--- src/rtl/handshake_source_ctrl.sv ---
// ============================================================================
// handshake_source_ctrl : source side of a four-phase req/ack CDC handshake
// Revision 1.0
// ============================================================================
`default_nettype none

module handshake_source_ctrl #(
  parameter int WIDTH          = 8,
  parameter int TIMEOUT_CYCLES = 1023,
  parameter int COUNT_WIDTH    = 16
) (
  input  logic                   clock,
  input  logic                   reset,
  input  logic                   in_valid,
  output logic                   in_ready,
  input  logic [WIDTH-1:0]       in_data,
  input  logic                   ack_sync,
  output logic                   req,
  output logic [WIDTH-1:0]       xfer_data,
  output logic                   busy,
  output logic [COUNT_WIDTH-1:0] xfer_count,
  output logic                   timeout_err
);

  typedef enum logic [1:0] {
    IDLE   = 2'd0,
    REQ_HI = 2'd1,
    ACK_LO = 2'd2
  } state_t;

  localparam int                WAIT_W     = (TIMEOUT_CYCLES > 0) ? $clog2(TIMEOUT_CYCLES + 1) : 1;
  localparam logic [WAIT_W-1:0] WAIT_MAX   = WAIT_W'(TIMEOUT_CYCLES);
  localparam bit                TIMEOUT_EN = (TIMEOUT_CYCLES != 0);

  state_t                   state_q, state_d;
  logic                     req_q, req_d;
  logic [WIDTH-1:0]         xfer_data_q, xfer_data_d;
  logic [COUNT_WIDTH-1:0]   xfer_count_q, xfer_count_d;
  logic [WAIT_W-1:0]        wait_q, wait_d;
  logic                     timeout_err_q, timeout_err_d;

  // A stale ack left over from before reset must fall before a new word is taken.
  assign in_ready    = (state_q == IDLE) && !ack_sync && !reset;
  assign req         = req_q;
  assign xfer_data   = xfer_data_q;
  assign busy        = (state_q != IDLE);
  assign xfer_count  = xfer_count_q;
  assign timeout_err = timeout_err_q;

  always_comb begin
    state_d       = state_q;
    req_d         = req_q;
    xfer_data_d   = xfer_data_q;
    xfer_count_d  = xfer_count_q;
    wait_d        = wait_q;
    timeout_err_d = timeout_err_q;

    case (state_q)
      IDLE: begin
        if (in_valid && in_ready) begin
          xfer_data_d = in_data;
          req_d       = 1'b1;
          state_d     = REQ_HI;
        end
      end
      REQ_HI: begin
        if (ack_sync) begin
          req_d        = 1'b0;
          xfer_count_d = xfer_count_q + COUNT_WIDTH'(1);
          state_d      = ACK_LO;
        end
      end
      ACK_LO: begin
        if (!ack_sync) begin
          state_d = IDLE;
        end
      end
      default: begin
        req_d   = 1'b0;
        state_d = IDLE;
      end
    endcase

    // Stall detection only flags; the handshake itself is never abandoned.
    if (state_d != state_q) begin
      wait_d = '0;
    end else if ((state_q != IDLE) && (wait_q != WAIT_MAX)) begin
      wait_d = wait_q + WAIT_W'(1);
    end

    if (TIMEOUT_EN && (state_d == state_q) && (state_q != IDLE) && (wait_d == WAIT_MAX)) begin
      timeout_err_d = 1'b1;
    end
  end

  always_ff @(posedge clock or posedge reset) begin
    if (reset) begin
      state_q       <= IDLE;
      req_q         <= 1'b0;
      xfer_data_q   <= '0;
      xfer_count_q  <= '0;
      wait_q        <= '0;
      timeout_err_q <= 1'b0;
    end else begin
      state_q       <= state_d;
      req_q         <= req_d;
      xfer_data_q   <= xfer_data_d;
      xfer_count_q  <= xfer_count_d;
      wait_q        <= wait_d;
      timeout_err_q <= timeout_err_d;
    end
  end

endmodule

`default_nettype wire
--- config.mk ---
export PLATFORM = sky130hd
export DESIGN_NAME = handshake_source_ctrl
export DESIGN_NICKNAME = d
export VERILOG_FILES = /design/src/rtl/handshake_source_ctrl.sv
export SDC_FILE = /design/constraint.sdc
export NUM_CORES = 1
export LEC_CHECK = 0
export ABC_CLOCK_PERIOD_IN_PS = 3300
export CORE_MARGIN = 10
export CORE_UTILIZATION = 40
export CTS_CLUSTER_DIAMETER = 150
export CTS_CLUSTER_SIZE = 8
export DETAILED_ROUTE_END_ITERATION = 8
export GPL_ROUTABILITY_DRIVEN = 0
export PLACE_DENSITY_LB_ADDON = 0.05
export SETUP_SLACK_MARGIN = 0.02
export SLEW_MARGIN = 20
export SYNTH_ARGS = -nofsm -noshare
export SYNTH_HDL_FRONTEND = slang
export SYNTH_SLANG_ARGS = --single-unit
export TNS_END_PERCENT = 5
--- constraint.sdc ---
create_clock -name clock -period 3.3 [get_ports clock]
set_input_delay 0.99 -clock clock [delete_from_list [all_inputs] [get_ports clock]]
set_output_delay 0.99 -clock clock [all_outputs]
set_load 0.01 [all_outputs]
==> impl_metrics.toml, run 1 <==
[critical_path]
crit_path_end_kind = "output pin"
path_class = "in2out"
startpoint_type = "primary input"
cp_data_arrival_time_ns = 2.08
cp_max_fo = 2
cp.required_ns = 2.31

[yosys]
netlist.area_leader.share_pct = 50.4
synth.distinct_cells = 45
synth_seq_cells = 38
syn_area_per_cell_um2 = 11.9
synthTopCellsByArea = "dfrtp_1 (50%), xnor2_1 (6.0%), mux2_2 (5.4%)"
synthFlopType = "dfrtp_1"
postSynthCellCount = 159
yosysWarningCount = 0
synth_most_common_cell = "dfrtp_1"
yosysTopAreaCell = "dfrtp_1"
synth_async_sr_flop_share_pct = 100
ys_seq_area_share_pct = 50.4
synth_edf_count = 0
syn_nets = 173
synthTopCellsByCount = "dfrtp_1 (38), xnor2_1 (13), nand2_1 (11), nor2_1 (11), mux2_2 (9)"
synthesis.area_um2 = 1890

[global_route]
grt_pass1_vias = 1416
grt_pass1_wl_um = 7020
grt_overflow_total = 0
grt_max_degree = 34
antenna_found_initial = 0
grt.total_usage_pct = 11.4

[timing]
final_hold_viol_count = 0
fmax_mhz = 326
worst_clock_skew_ns = 0.00348
rsz0062_at_grt = "false"
worst_pin_slew_ns = 0.506
period_needed_ns = 3.07
slew_violations = 0
relSlewSlack_pct = 66.2
setup_viol = 0
post-route-period-util_pct = 92.9

[clocking]
numClockSinks = 38
post-cts-setup-buffers = 0
cts-hold-fix-buffers = 0
clk_latency_ns = 0.28
tritoncts = "done"
clk_pin_slew_worst_paths_ns = 0.07
ctsRootBufferMaster = "clkbuf_8"
clockBufferDepth = 2
cts_made_buffers = 5
h-tree-depth = 2

[placed_design]
port_buffers = 39
dp.cells = 250
dp_hpwl_um = 3030

[cells_and_area]
fin_util_pct = 54.6
area_growth_syn_to_layout_pct = 28.6
fin_nets = 219
fin_cells = 258
drive_gt1_share_pct = 17.0
antenna_cells = 0

[pwr]
p_total_mw = 1.28
power.switching_mw = 0.382
pwr-share-clk_pct = 25.1
p_leak_nw = 1.02
p_sw_share_pct = 29.9
pwr-share-comb_pct = 26.0
sequentialPowerShare_pct = 49.0
p_int_mw = 0.897
ir_worst_vdd_uv = 358
powerDensity_nw_per_um2 = 528

[floorplan]
rows = 24
fp.dieArea_um2 = 7860
pin_count = 40
die_y_um = 88.7
die_x_um = 88.7
start_util_pct = 42.4
core_um2 = 4440

[detailed_routing]
first_iter_violations = 58
antenna_left = 0
avgRoutedWirePerCell_um = 16.0
totalWireLength_um = 4130
via_count = 1393
drc = 0
viasPerCell = 5.40
drt_first_pass_iters = 4

[run_status]
run_status = "completed"

[run]
max-cap-violations = 0

[worst_hold_path]
hp-class = "reg2reg"
-- flip-flops by register name (all words and copies together) (netlist names) --
signal and count:
state_q 2, xfer_count 16, timeout_err 1, xfer_data 8, wait_q 10, req 1
-- logic make-up (layout without fill, tap and decap cells) --
| kind of cell | after synthesis | in the layout | share of synthesized area (%) |
|---|---|---|---|
| compound gates | 23 | 23 | 12.2 |
| xor+xnor | 17 | 17 | 7.90 |
| mux | 13 | 13 | 7.70 |
| simple gates | 57 | 57 | 17.3 |
| fa+ha+maj | 2 | 2 | 1.33 |
| buf+inv | 9 | 56 | 3.12 |
| flops | 38 | 38 | 50.4 |
-- layout by cell type, fill, tap and decap left out, types with 3 or more instances in the layout --
cell type	count
a211oi_1	4
and4_1	3
buf_4	5
clkbuf_8	6
clkdlybuf4s50_1	38
dfrtp_1	38
inv_1	3
mux2_2	9
mux2i_1	3
nand2_1	11
nand3_1	8
nand4_1	5
nor2_1	11
nor2_2	3
nor3_1	3
o21ai_0	4
xnor2_1	13
xor2_1	4
-- layout make-up --
| type | count | area, um^2 |
|---|---|---|
| inverter | 4 | 15.0 |
| tap | 52 | 65.1 |
| timing repair buffer | 44 | 427 |
| fill | 385 | 2020 |
| clock buffer | 7 | 86.3 |
| clock inverter | 1 | 5.00 |
| multi-input combinational | 112 | 876 |
| sequential | 38 | 951 |
-- layer usage --
metal / vias up / part of all wire, % / track usage (%)
li1: 668 / - / -
met1: 671 / 46 / 14.0
met2: 46 / 47 / 17.5
met3: 8 / 6.2 / 4.41
met4: 0 / 1.4 / 4.70
met5: - / 0 / 0
-- final timing paths --
kind / slack [ns] / from / end / cells past startpoint
setup / recovery: 0.23 / ack_sync / in_ready / 3
hold / removal: 0.47 / xfer_count[15] / xfer_count[15] / 1
setup reg to reg: 0.98 / wait_q[0] / timeout_err / 6
hold reg to reg: 0.47 / xfer_count[15] / xfer_count[15] / 1
max in group asynchronous: 1.53 / reset / xfer_count[7] / 4
min in group asynchronous: 1.10 / reset / wait_q[0] / 3
-- stage by stage --
| stage | area [um^2] | setup slack (ns) | hold slack, ns | setup TNS [ns] |
|---|---|---|---|---|
| after global placement | 2330 | -0.0182 | 0.461 | -0.0182 |
| final | 2420 | 0.233 | 0.470 | 0 |
| after floorplan | 1890 | 0.804 | 0.503 | 0 |
| after global routing | 2420 | 0.164 | 0.508 | 0 |
| after detailed placement | 2330 | -0.0681 | 0.463 | -0.0681 |
| after CTS | 2420 | 0.214 | 0.477 | 0 |
-- power by group through the flow --
| stage | sequential, mW | clock, mW | combinational (mW) |
|---|---|---|---|
| after floorplan | 0.642 | 0 | 0.148 |
| after global placement | 0.628 | 0 | 0.332 |
| after detailed placement | 0.633 | 0 | 0.338 |
| after CTS | 0.625 | 0.339 | 0.339 |
| after global routing | 0.642 | 0.361 | 0.362 |
| final | 0.627 | 0.321 | 0.332 |
-- critical path, cell delays in order --
cell and delay (ns):
clkdlybuf4s50_1 0.44, nor4_2 0.33, dlygate4sd2_1 0.31
-- what timing repair did --
action	in CTS	in global routing
hold endpoints to repair	0	0
setup endpoints to repair	1	0
gates resized for setup	1	0
Note: power is estimated with default switching activity, not from simulation.
==> run 2: changes to the inputs <==
--- a/config.mk
+++ b/config.mk
@@ -13,6 +13,7 @@
 export DETAILED_ROUTE_END_ITERATION = 8
 export GPL_ROUTABILITY_DRIVEN = 0
 export PLACE_DENSITY_LB_ADDON = 0.05
+export REMOVE_ABC_BUFFERS = 1
 export SETUP_SLACK_MARGIN = 0.02
 export SLEW_MARGIN = 20
 export SYNTH_ARGS = -nofsm -noshare
==> run 2 against run 1 <==
Against the previous run: cell count is 0.39% lower; final area is 0.62% higher; total power is 5.6% higher; global-route usage is 0.17 points lower; utilization is 0.34 points higher; combinational power hardly changed; highest routed layer unchanged.
==> impl_metrics.toml, run 2 (synthesis gave the netlist of run 1 again) <==
[floorplan]
fp.dieArea_um2 = 7860
rows = 24
pin_count = 40
die_x_um = 88.7
die_y_um = 88.7
core_um2 = 4440
start_util_pct = 42.4

[timing]
finalSetupTns_ns = 0
final_hold_viol_count = 0
slew_violations = 0
fmax_mhz = 330
period_needed_ns = 3.03
fin_hold_ws_ns = 0.473
worst_clock_skew_ns = 0.00813
worst_pin_slew_ns = 0.479
setup_viol = 0
rsz0062_at_grt = "false"
post-route-period-util_pct = 91.9
relSlewSlack_pct = 68.0

[run]
max-cap-violations = 0

[pwr]
p_sw_share_pct = 29.6
pwr-share-comb_pct = 24.5
power.switching_mw = 0.399
p_total_mw = 1.35
ir_worst_vdd_uv = 392
sequentialPowerShare_pct = 46.4
pwr-share-clk_pct = 29.1
p_leak_nw = 1.02
powerDensity_nw_per_um2 = 554
p_int_mw = 0.952

[clocking]
numClockSinks = 38
cts-hold-fix-buffers = 0
tritoncts = "done"
h-tree-depth = 2
post-cts-setup-buffers = 0
cts_made_buffers = 5
ctsRootBufferMaster = "clkbuf_8"
clockBufferDepth = 2
clk_pin_slew_worst_paths_ns = 0.08
clk_latency_ns = 0.29

[critical_path]
r2r_end = "timeout_err"
cp.required_ns = 2.31
cp_data_arrival_time_ns = 2.04
r2r_start = "wait_q[0]"
rrSetupSlack_ns = 1.06
startpoint_type = "primary input"
path_class = "in2out"
crit_path_end_kind = "output pin"
ff2ff_path_depth = 6
cp_max_fo = 2

[detailed_routing]
antenna_left = 0
first_iter_violations = 20
via_count = 1366
viasPerCell = 5.32
avgRoutedWirePerCell_um = 15.6
totalWireLength_um = 4020
drc = 0
drt_first_pass_iters = 4

[placed_design]
place_area_um2 = 2330
port_buffers = 39
dp_hpwl_um = 3050

[cells_and_area]
fin_util_pct = 54.9
antenna_cells = 0
final_cell_mix = "clkdlybuf4s50_1 (38), dfrtp_1 (38), xnor2_1 (13)"
fin_nets = 218
design_area_um2 = 2440
drive_gt1_share_pct = 17.1
fillers = 413
area_growth_syn_to_layout_pct = 29.4
largest_register_ffs = 16

[run_status]
run_status = "completed"

[global_route]
grt_pass1_wl_um = 6840
grt_overflow_total = 0
grt_pass1_vias = 1445
grt_max_degree = 39
grt.total_usage_pct = 11.2
antenna_found_initial = 0

[worst_hold_path]
hp-class = "reg2reg"
holdPathEnd = "xfer_count[15]"
min_from = "xfer_count[15]"
hold_depth = 1
-- run 2: cell types whose count changed in the layout (fill, tap and decap cells not counted), sizes merged --
cell	before	now
bufinv	0	1
clkbuf	7	5
buf	5	4
clkinvlp	0	2
clkinv	1	0
-- run 2: how the worst max path moves through the flow --
stage,end,slack [ns],start,depth (start not counted)
floorplan,in_ready,0.93,ack_sync,1
global placement,in_ready,-0.002,ack_sync,3
detailed placement,in_ready,-0.05,ack_sync,3
CTS,in_ready,0.25,ack_sync,3
global route,in_ready,0.20,ack_sync,3
finish,in_ready,0.27,ack_sync,3
-- run 2: repair_timing --
item                                   4_1_cts  5_1_grt
gates resized for setup                      1        0
endpoints found under the hold margin        0        0
setup endpoints to repair                    1        0
-- run 2: per-layer routing --
| layer | share of wire (%) | track usage [%] | vias to the layer above |
|---|---|---|---|
| li1 | - | - | 666 |
| met2 | 46 | 16.8 | 37 |
| met1 | 44 | 13.3 | 660 |
| met4 | 0.72 | 3.96 | 0 |
| met3 | 9.5 | 6.07 | 3 |
| met5 | 0 | 0 | - |
-- run 2: power groups by stage --
stage	logic (mW)	registers [mW]	clock network, mW
final	0.331	0.627	0.393
after global routing	0.366	0.642	0.430
after CTS	0.337	0.628	0.409
after detailed placement	0.336	0.635	0
after global placement	0.332	0.630	0
after floorplan	0.135	0.648	0
-- run 2: worst max-delay path, cell delays in order --
cell	delay, ns
clkdlybuf4s50_1	0.44
nor4_2	0.31
dlygate4sd2_1	0.31
-- run 2: through the flow --
stage,instances,worst slack (ns)
5_1_grt,257,0.203
4_1_cts,257,0.249
3_3_place_gp,249,-0.00171
3_5_place_dp,249,-0.0451
6_report,257,0.266
2_1_floorplan,154,0.933
-- run 2: final cells by class --
| class | instances | area (um^2) | share of cell area [%] |
|---|---|---|---|
| sequential | 38 | 951 | 39.0 |
| multi-input combinational | 112 | 876 | 35.9 |
| timing repair buffer | 43 | 419 | 17.2 |
| clock buffer | 5 | 68.8 | 2.82 |
| tap | 52 | 65.1 | 2.67 |
| clock inverter | 3 | 45.0 | 1.85 |
| inverter | 4 | 15.0 | 0.615 |
==> run 3: changes to the inputs <==
--- a/config.mk
+++ b/config.mk
@@ -6,8 +6,10 @@
 export NUM_CORES = 1
 export LEC_CHECK = 0
 export ABC_CLOCK_PERIOD_IN_PS = 3300
+export CELL_PAD_IN_SITES_DETAIL_PLACEMENT = 1
+export CELL_PAD_IN_SITES_GLOBAL_PLACEMENT = 2
 export CORE_MARGIN = 10
-export CORE_UTILIZATION = 40
+export CORE_UTILIZATION = 35
 export CTS_CLUSTER_DIAMETER = 150
 export CTS_CLUSTER_SIZE = 8
 export DETAILED_ROUTE_END_ITERATION = 8
==> run 3 against run 2 <==
Against the previous run: sequential power is essentially flat; total power shrank 4.5%; register-to-register slack lost 0.15 ns; count of clock-buffer cells in the layout grew 2; highest routed layer unchanged.
==> impl_metrics.toml, run 3 (synthesis gave the netlist of run 1 again) <==
[critical_path]
cp_max_fo = 2
crit_path_end_kind = "output pin"
cp_data_arrival_time_ns = 2.08
cp.required_ns = 2.31
crit_chain = "clkdlybuf4s50_1, nor4_2, dlygate4sd2_1"
startpoint_type = "primary input"
slowest_delay_ns = 0.44
cpMaxStageDelayCell = "clkdlybuf4s50_1"
ff2ff_path_depth = 6
path_class = "in2out"

[detailed_routing]
antenna_left = 0
wl_met2_um = 2300
drt_first_pass_iters = 4
drt-met1-wl_um = 1800
avgRoutedWirePerCell_um = 16.2
totalWireLength_um = 4450
via_count = 1384
first_iter_violations = 47
dr.max_layer_used = "met4"
met3_length_um = 266
viasPerCell = 5.03
drc = 0

[cells_and_area]
final_cell_mix = "clkdlybuf4s50_1 (38), dfrtp_1 (38), xnor2_1 (13)"
antenna_cells = 0
largest_register_ffs = 16
area_growth_syn_to_layout_pct = 29.4
multi_input_area_um2 = 876
drive_gt1_share_pct = 16.6
seqCellArea_um2 = 951
design_area_um2 = 2440
fillers = 545
fin_nets = 218

[timing]
final_hold_viol_count = 0
finalSetupTns_ns = 0
relSlewSlack_pct = 67.7
worst_pin_slew_ns = 0.483
fmax_mhz = 326
worst_clock_skew_ns = 0.00408
setup_ws_ns = 0.233
period_needed_ns = 3.07
setup_viol = 0
post-route-period-util_pct = 92.9
slew_violations = 0
fin_hold_ws_ns = 0.473
rsz0062_at_grt = "false"

[clocking]
ctsRootBufferMaster = "clkbuf_8"
clk_latency_ns = 0.29
clk_pin_slew_worst_paths_ns = 0.07
tritoncts = "done"
clockBufferDepth = 2
numClockSinks = 38
cts_made_buffers = 5
h-tree-depth = 2

[pwr]
p_total_mw = 1.29
sequentialPowerShare_pct = 48.6
p_leak_nw = 1.02
ir_worst_vdd_uv = 301
pwr-share-comb_pct = 26.2
power.switching_mw = 0.394
pwr-share-clk_pct = 25.2
powerDensity_nw_per_um2 = 529
p_sw_share_pct = 30.5
p_int_mw = 0.896

[floorplan]
start_util_pct = 36.5
rows = 26
core_um2 = 5170
die_x_um = 93.4
fp.dieArea_um2 = 8720
pin_count = 40
die_y_um = 93.4

[run_status]
run_status = "completed"

[worst_hold_path]
hold_depth = 1
hp-class = "reg2reg"

[global_route]
grt_max_degree = 39
grt.total_usage_pct = 10.8
antenna_found_initial = 0
grt_pass1_vias = 1502
grt_pass1_wl_um = 7530
grt_overflow_total = 0

[run]
max-cap-violations = 0

[placed_design]
place_area_um2 = 2350
dp_hpwl_um = 3460
dp_slack_ns = -0.0658
port_buffers = 39
==> run 3: power groups by stage <==
| stage | clock (mW) | sequential [mW] | combinational (mW) |
|---|---|---|---|
| 2_1_floorplan | 0 | 0.648 | 0.135 |
| 3_3_place_gp | 0 | 0.632 | 0.338 |
| 3_5_place_dp | 0 | 0.635 | 0.347 |
| 4_1_cts | 0.338 | 0.628 | 0.348 |
| 5_1_grt | 0.364 | 0.643 | 0.373 |
| 6_report | 0.326 | 0.627 | 0.338 |
==> run 3: metrics by stage <==
stage	utilization, %	instances
detailed placement	45.4	267
global route	47.2	275
CTS	47.2	275
floorplan	-	154
global placement	45.4	267
finish	47.2	275
==> run 3: path summary, 6_finish.rpt <==
| path | from | to | slack, ns |
|---|---|---|---|
| min in group asynchronous | reset | xfer_data[6] | 1.31 |
| hold / removal | xfer_count[15] | xfer_count[15] | 0.47 |
| hold reg to reg | xfer_count[15] | xfer_count[15] | 0.47 |
| setup / recovery | ack_sync | in_ready | 0.23 |
| setup reg to reg | wait_q[0] | timeout_err | 0.91 |
| max in group asynchronous | reset | xfer_count[12] | 1.66 |
==> run 3: area by class of cell <==
| cell class | instances | share of cell area (%) |
|---|---|---|
| Tap cell | 70 | 3.59 |
| Sequential cell | 38 | 39.0 |
| Clock buffer | 7 | 3.54 |
| Clock inverter | 1 | 0.205 |
| Multi-Input combinational cell | 112 | 35.9 |
| Timing Repair Buffer | 43 | 17.2 |
| Inverter | 4 | 0.615 |
==> run 3: worst max-delay path, delay by kind of cell <==
family | cells | cell delay (ns)
AND/OR/NAND/NOR | 1 | 0.32
buffers and inverters | 2 | 0.77
==> run 3: routing by layer <==
layer  vias up  GRT usage [%]
li1        667              -
met1       688           11.9
met2        22           18.2
met4         0           4.24
met5         -              0
met3         7           4.64
==> run 3: what timing repair did <==
action | in CTS | in global routing
gates resized for setup | 1 | 0
endpoints found under the setup margin | 1 | 0
setup buffers | 0 | 0
hold buffers | 0 | 0
